--- config.mk ---
export PLATFORM = sky130hd
export DESIGN_NAME = bias_ctrl
export DESIGN_NICKNAME = d
export VERILOG_FILES = /design/src/rtl/bias_ctrl.sv
export SDC_FILE = /design/constraint.sdc
export NUM_CORES = 1
export LEC_CHECK = 0
export ABC_AREA = 1
export BUFFER_PORTS_ARGS = -buffer_cell sky130_fd_sc_hd__clkbuf_2
export CAP_MARGIN = 20
export CORE_MARGIN = 10
export CORE_UTILIZATION = 60
export CTS_BUF_LIST = sky130_fd_sc_hd__clkbuf_2 sky130_fd_sc_hd__clkbuf_4 sky130_fd_sc_hd__clkbuf_8
export DETAILED_ROUTE_END_ITERATION = 10
export PLACE_DENSITY = 0.87
export SYNTH_ARGS = -nofsm -noshare
export SYNTH_HDL_FRONTEND = slang
export SYNTH_SLANG_ARGS = --single-unit
--- constraint.sdc ---
create_clock -name clk -period 3.8 [get_ports clk]
set_clock_uncertainty 0.1 [all_clocks]
set_input_delay 0.19 -clock clk [delete_from_list [all_inputs] [get_ports clk]]
set_output_delay 0.19 -clock clk [all_outputs]
set_load 0.05 [all_outputs]
--- src/rtl/bias_ctrl.sv ---
// bias_ctrl: loads one bias scalar per column, then counts per-column systolic valids to completion.
module bias_ctrl #(
   parameter int DATA_W = 16,
   parameter int ROW_W  = 8
) (
   input  logic              clk,
   input  logic              rst,
   input  logic              start,
   input  logic [ROW_W-1:0]  cfg_rows,
   output logic              busy,
   output logic              done,
   input  logic              bias_load_valid,
   input  logic [DATA_W-1:0] bias_load_data,
   output logic              bias_load_ready,
   input  logic              bias_sys_valid_in_1,
   input  logic              bias_sys_valid_in_2,
   output logic [DATA_W-1:0] bias_scalar_out_1,
   output logic [DATA_W-1:0] bias_scalar_out_2,
   output logic              err_stray
);
   typedef enum logic [1:0] {IDLE, LOAD, RUN, DONE} state_t;
   state_t state_q, state_d;
   logic [ROW_W-1:0] rows_q, rows_d, cnt1_q, cnt1_d, cnt2_q, cnt2_d, sum1, sum2;
   logic [DATA_W-1:0] s1_q, s1_d, s2_q, s2_d;
   logic idx_q, idx_d, err_q, err_d, inc1, inc2;
   logic busy_q, done_q, ready_q;
   // counters saturate at rows_q; any valid that cannot be counted is stray
   assign inc1 = state_q == RUN && bias_sys_valid_in_1 && cnt1_q != rows_q;
   assign inc2 = state_q == RUN && bias_sys_valid_in_2 && cnt2_q != rows_q;
   assign sum1 = cnt1_q + ROW_W'(inc1);
   assign sum2 = cnt2_q + ROW_W'(inc2);
   assign err_d = err_q | (bias_sys_valid_in_1 & ~inc1) | (bias_sys_valid_in_2 & ~inc2);
   always_comb begin
      state_d = state_q;
      rows_d  = rows_q;
      cnt1_d  = cnt1_q;
      cnt2_d  = cnt2_q;
      idx_d   = idx_q;
      s1_d    = s1_q;
      s2_d    = s2_q;
      case (state_q)
         IDLE: if (start) begin
            state_d = LOAD;
            rows_d  = cfg_rows;
            cnt1_d  = '0;
            cnt2_d  = '0;
            idx_d   = 1'b0;
         end
         LOAD: if (bias_load_valid) begin
            if (!idx_q) begin
               s1_d  = bias_load_data;
               idx_d = 1'b1;
            end else begin
               s2_d    = bias_load_data;
               state_d = rows_q == '0 ? DONE : RUN;
            end
         end
         RUN: begin
            cnt1_d  = sum1;
            cnt2_d  = sum2;
            state_d = (sum1 == rows_q && sum2 == rows_q) ? DONE : RUN;
         end
         default: state_d = IDLE;
      endcase
   end
   always_ff @(posedge clk) begin
      if (rst) begin
         state_q <= IDLE;
         rows_q  <= '0;
         cnt1_q  <= '0;
         cnt2_q  <= '0;
         idx_q   <= 1'b0;
         s1_q    <= '0;
         s2_q    <= '0;
         err_q   <= 1'b0;
         busy_q  <= 1'b0;
         done_q  <= 1'b0;
         ready_q <= 1'b0;
      end else begin
         state_q <= state_d;
         rows_q  <= rows_d;
         cnt1_q  <= cnt1_d;
         cnt2_q  <= cnt2_d;
         idx_q   <= idx_d;
         s1_q    <= s1_d;
         s2_q    <= s2_d;
         err_q   <= err_d;
         busy_q  <= state_d != IDLE;
         done_q  <= state_d == DONE;
         ready_q <= state_d == LOAD;
      end
   end
   assign busy              = busy_q;
   assign done              = done_q;
   assign bias_load_ready   = ready_q;
   assign bias_scalar_out_1 = s1_q;
   assign bias_scalar_out_2 = s2_q;
   assign err_stray         = err_q;
endmodule

=== Word level (Yosys, flattened, before mapping) ===
Cells that the tools add are included.

* Add/subtract/negate cells: 2
* Reduce and logical (&&, ||, !) cells: 15
* Muxes and demuxes: 12
* Eq/ne operators: 10
* Bitwise operators: 7

{| class="wikitable"
|+ Operators by type and width
! kind !! count
|-
| $pmux 8 s2 || 2
|-
| $add 8x1->8 || 2
|-
| $eq 8x8->1 || 2
|-
| $ne 8x8->1 || 2
|-
| $reduce_and 3->1 || 3
|-
| $logic_not 8->1 || 1
|-
| $mux 8 || 1
|-
| $mux 2 || 3
|-
| $pmux 2 s3 || 1
|-
| $reduce_bool 2->1 || 3
|-
| $logic_and 1x1->1 || 5
|-
| $eq 2x1->1 const B || 2
|-
| $eq 2x2->1 const B || 2
|-
| $mux 1 || 4
|-
| $ne 2x2->1 const B || 2
|-
| $reduce_and 2->1 || 2
|-
| $not 1->1 || 3
|-
| $and 1x1->1 || 2
|-
| $logic_not 2->1 || 1
|-
| $or 1x1->1 || 2
|-
| $pmux 1 s2 || 1
|}

* Logic and storage cells: 57
* Register bits: 63
* Output and inout bits: 36
* Input port bits: 30

=== Logic depth before layout (Yosys ltp) ===
* Depth after elaboration: 9
* Mapped depth: 24
* Gate-level depth less buffers: 24

=== Worst setup path after synthesis ===
OpenSTA, ideal clock, no wires.

* Path kind: register to register
* From: reg rows_q[1]
* To: reg busy_q, in the netlist busy
* Arrival time: 2,072 ps
* Required time: 3,583 ps
* Setup time: 117 ps
* Slack: 1,510 ps
* Stages on the path, launching flop included: 20
* Buffers on the path: 0
* Period minus slack after synthesis: 2,290 ps
* Cells stage by stage: dfxtp_1 > inv_1 > or2_2 > nand3_1 > nor2_1 > nand2_1 > nand3_1 > inv_1 > ha_1 > ha_1 > nand2_1 > inv_1 > nand4_1 > and2_1 > nor2_1 > nor2_1 > nand2_1 > nand2_1 > nand2_1 > nand2_1

* Word-level cells in the longest chain between the ends: 8
* Elaborated cells on any way between the ends: 16
* Classes of those cells: add/sub: 2; eq/ne: 4; mux: 5; reduce/logical: 5

{| class="wikitable"
|+ Ends and longest elaborated chain
! item !! line !! RTL
|-
| start, declared || 23 || <nowiki>logic [ROW_W-1:0] rows_q, rows_d, cnt1_q, cnt1_d, cnt2_q, cnt2_d, sum1, sum2;</nowiki>
|-
| start signal, assigned || 81 || <nowiki>rows_q <= rows_d;</nowiki>
|-
| $ne 8x8->1, on equally long branches || 28, 29 ||
|-
| $logic_and 1x1->1, on equally long branches || 28, 29 ||
|-
| $add 8x1->8, on equally long branches || 30, 31 ||
|-
| $eq 8x8->1 || 61 || <nowiki>state_d = (sum1 == rows_q && sum2 == rows_q) ? DONE : RUN;</nowiki>
|-
| $logic_and 1x1->1 || 61 ||
|-
| $mux 1 || 61 ||
|-
| $pmux 2 s3 (*) || 41 || <nowiki>case (state_q)</nowiki>
|-
| $reduce_bool 2->1 (*) || 88 || <nowiki>busy_q <= state_d != IDLE;</nowiki>
|-
| end signal, assigned || 76 || <nowiki>busy_q <= 1'b0;</nowiki>
|-
| end signal, assigned || 88 ||
|-
| end, declared || 26 || <nowiki>logic busy_q, done_q, ready_q;</nowiki>
|}

Mark *: on every way between the ends. The rest lies on a longest branch, timed or not.
A chain may end at the register's enable or synchronous reset.

=== Worst setup path in the final report ===
* From: reg rows_q[1]
* To: reg done_q, in the netlist done

* Word-level cells in the longest chain between the ends: 8
* Elaborated cells on any way between the ends: 16
* Classes of those cells: add/sub: 2; eq/ne: 5; mux: 5; reduce/logical: 4

{| class="wikitable"
|+ Ends and longest elaborated chain
! item !! line !! RTL
|-
| $ne 8x8->1, on equally long branches || 28, 29 ||
|-
| $logic_and 1x1->1, on equally long branches || 28, 29 ||
|-
| $add 8x1->8, on equally long branches || 30, 31 ||
|-
| $eq 8x8->1 || 61 ||
|-
| $logic_and 1x1->1 || 61 ||
|-
| $mux 1 || 61 ||
|-
| $pmux 2 s3 (*) || 41 ||
|-
| $eq 2x2->1 (*) || 89 || <nowiki>done_q <= state_d == DONE;</nowiki>
|-
| end signal, assigned || 77 || <nowiki>done_q <= 1'b0;</nowiki>
|-
| end signal, assigned || 89 ||
|-
| end, declared || 26 ||
|}

Marks and branches as above.

==> flow_summary_export.csv <==
group,metric,value,unit
outcome,outcome,"completed",
grt,grt_pass1_wl,14400,um
pwr,ir_drop,0.263,mV
grt,grt_util_all_layers,20.8,%
detailed_routing,via_count,3277,
pwr,clkPwrFrac,35.6,%
critical_path,slowest_stage,"dfxtp_1",
clocking,clk_pin_slew,0.07,ns
timing,post-route-min-period,2.78,ns
pwr,power_frac_comb,16.0,%
clocking,clockBufferDepth,2,
timing,fmax,360,MHz
pwr,power_leakage,0.00174,uW
pwr,p_seq_share,48.3,%
clocking,post_cts_resized,0,
yosys,synth_nets,485,
critical_path,cp_cell_sequence,"inv_1, or2_2, nand3_1, nor2_1, nand2_1, nand3_1, inv_1, ha_1, ha_1, nand2_1, inv_1, nand3_1, nand2_1, and2_1, nor2_1, nor2_1, nand2_1, nand2_1, nand2_1, nor2_1",
clocking,cts_htree_levels,3,
cells_and_area,fill_cells,368,
clocking,cts_tree,"done",
critical_path,arrival,2.96,ns
grt,grt_pass1_vias,3081,
cells_and_area,drive_above_1_share,17.3,%
yosys,syn_area,3020,um^2
detailed_routing,wl_per_cell,14.3,um
critical_path,worstPathRequired,3.98,ns
critical_path,crit_top_cell,"nand2_1",
critical_path,path_buf_inv,3,
critical_path,cp_top_family,"simple AND/OR/NAND/NOR gates",
cells_and_area,fin_nets,561,
floorplan,die_x,90.9,um
detailed_routing,viasPerCell,5.46,
timing,relSlewSlack,57.7,%
yosys,synth-warning-count,0,
critical_path,path_class,"reg2reg",
detailed_routing,finalWirelength,8580,um
min_path,hold_class,"in2reg",
critical_path,endpoint_kind,"register",
pwr,switching_share,30.5,%
flow_run,drv_cap,0,
clocking,numCtsBuffers,9,
cells_and_area,area_growth,22.1,%
cells_and_area,multi_input_area,1510,um^2
timing,fin_tns_setup,0,ns
placement,dp_hpwl,6030,um
timing,rsz0062_at_grt,"false",
detailed_routing,drc,0,
floorplan,initial_core_util,63.0,%
grt,grt_max_degree,33,
critical_path,start_kind,"register",
clocking,root_buffer,"clkbuf_8",
floorplan,die_area,8260,um^2
critical_path,slowest_delay,0.40,ns
clocking,hold_buffers,13,
clocking,cts_setup_buffers,0,
clocking,worst_skew_pair.late_latency,0.34,ns
floorplan,io_pins,66,
pwr,p_per_area,398,nW/um^2
timing,post-route-period-util,73.2,%
critical_path,crit_fanout,5,
grt,grt-ovfl-total,0,
clocking,cts.sinks,63,
pwr,p_switching,448,uW
yosys,yosysSeqAreaShare,41.8,%
timing,setup_viol,0,
pwr,p_int,1020,uW
yosys,yosysUniqueCellTypes,32,
floorplan,die_y,90.9,um
timing,worst_pin_slew,0.634,ns
placement,gp_congestion,0.940,
floorplan,rows,25,
placement,port_buffers,65,
critical_path,r2r_slack,1.02,ns
timing,finalMaxSlewViolations,0,
detailed_routing,ant_nets,0,
timing,hold_viol,0,
detailed_routing,drt_iter0_markers,255,
floorplan,coreArea,4790,um^2
yosys,syn_inst,451,
detailed_routing,firstDrtPassIters,5,
grt,antenna_found_initial,1,
cells_and_area,final_cell_mix,"107 x nand2_1, 93 x nor2_1, 65 x clkbuf_2, 63 x dfxtp_1, 46 x o21ai_0",
yosys,ys_seq_elements,63,
yosys,avgSynthCellArea,6.69,um^2
cells_and_area,regArea,1260,um^2
cells_and_area,final_common_cell,"nand2_1",
timing,whs,0.00719,ns
-- sequential cells by signal (all words and copies together) (netlist names) --
register,cells
bias_scalar_out_1,16
bias_load_ready,1
bias_scalar_out_2,16
cnt2_q,8
state_q,2
cnt1_q,8
err_stray,1
done,1
busy,1
idx_q,1
rows_q,8
-- cell families (layout without fill, tap and decap cells) --
logic type / after synthesis / in the layout / share of synthesized area [%]
AOI/OAI and AO/OA: 77 / 77 / 13.9
buffers and inverters: 62 / 143 / 8.01
and+or+nand+nor: 240 / 240 / 33.1
DFF: 63 / 63 / 41.8
other: 0 / 1 / 0
xor gates and xnor gates: 5 / 5 / 1.45
adders and majority gates: 4 / 4 / 1.66
-- per-stage QoR --
stage	std cells	util [%]	setup slack (ns)	instance area [um^2]	total power, uW
finish	600	76.9	1.02	3680	1470
global route	600	76.9	0.692	3680	1540
CTS	599	76.9	1.02	3680	1470
detailed placement	570	70.4	1.04	3370	943
global placement	570	70.4	1.13	3370	937
floorplan	451	-	1.51	3020	879
-- routing by layer --
metal	part of all wire (%)	GRT usage [%]	wire [um]
met1	41	22.8	3500
met2	49	35.9	4240
met3	7.6	5.49	651
met4	2.2	10.4	193
met5	0	0	0
-- Yosys cell counts --
cell type	n	area [um^2]
clkbuf_1	6	22.5
nor3_2	1	10.0
nand2_1	107	402
and2_1	1	6.26
a22o_1	1	8.76
xor2_1	1	8.76
nor2_4	2	22.5
nand3b_1	2	15.0
ha_1	4	50.1
buf_2	7	35.0
nor4_1	1	6.26
dfxtp_1	63	1260
o22ai_1	3	18.8
nand3_1	23	115
xnor2_1	4	35.0
o211a_1	2	20.0
nor3_1	1	5.00
clkinv_1	2	7.51
inv_1	44	165
a21oi_1	19	95.1
or2_2	1	6.26
nand3_2	3	30.0
a31oi_1	2	12.5
buf_1	1	3.75
o21ai_1	1	5.00
o21ai_0	46	230
nor2_2	1	6.26
nand4_1	3	18.8
o311a_1	3	30.0
inv_2	2	7.51
or2_1	1	6.26
nor2_1	93	349
-- path summary, 6_finish.rpt --
check                                    startpoint                            endpoint  depth (start not counted)
setup / recovery             rows_q[1]$_SDFFE_PP0P_                     done$_SDFF_PP0_                         20
hold / removal                   bias_load_data[15]  bias_scalar_out_1[15]$_SDFFE_PP0P_                          3
hold reg to reg   bias_scalar_out_2[3]$_SDFFE_PP0P_   bias_scalar_out_2[3]$_SDFFE_PP0P_                          2
setup reg to reg             rows_q[1]$_SDFFE_PP0P_                     done$_SDFF_PP0_                         20
-- worst min-delay path, stage by stage --
cell and delay, ns:
clkbuf_2 0.09, nor2_1 0.04, nor2_1 0.09
-- final cells by class --
type                       instances  share of cell area, %
inverter                          48                   4.89
clock buffer                      11                   3.94
multi-input combinational        326                   41.1
clock inverter                     5                  0.917
tap                               67                   2.28
antenna                            1                 0.0680
timing repair buffer              79                   12.6
sequential                        63                   34.3
-- power by group through the flow --
stage	logic [uW]	registers [uW]	clock network (uW)
detailed placement	221	722	0
global route	257	711	568
floorplan	97.8	781	0
finish	235	708	523
CTS	233	707	530
global placement	216	721	0
No activity file was read; power rests on OpenSTA's default activity.
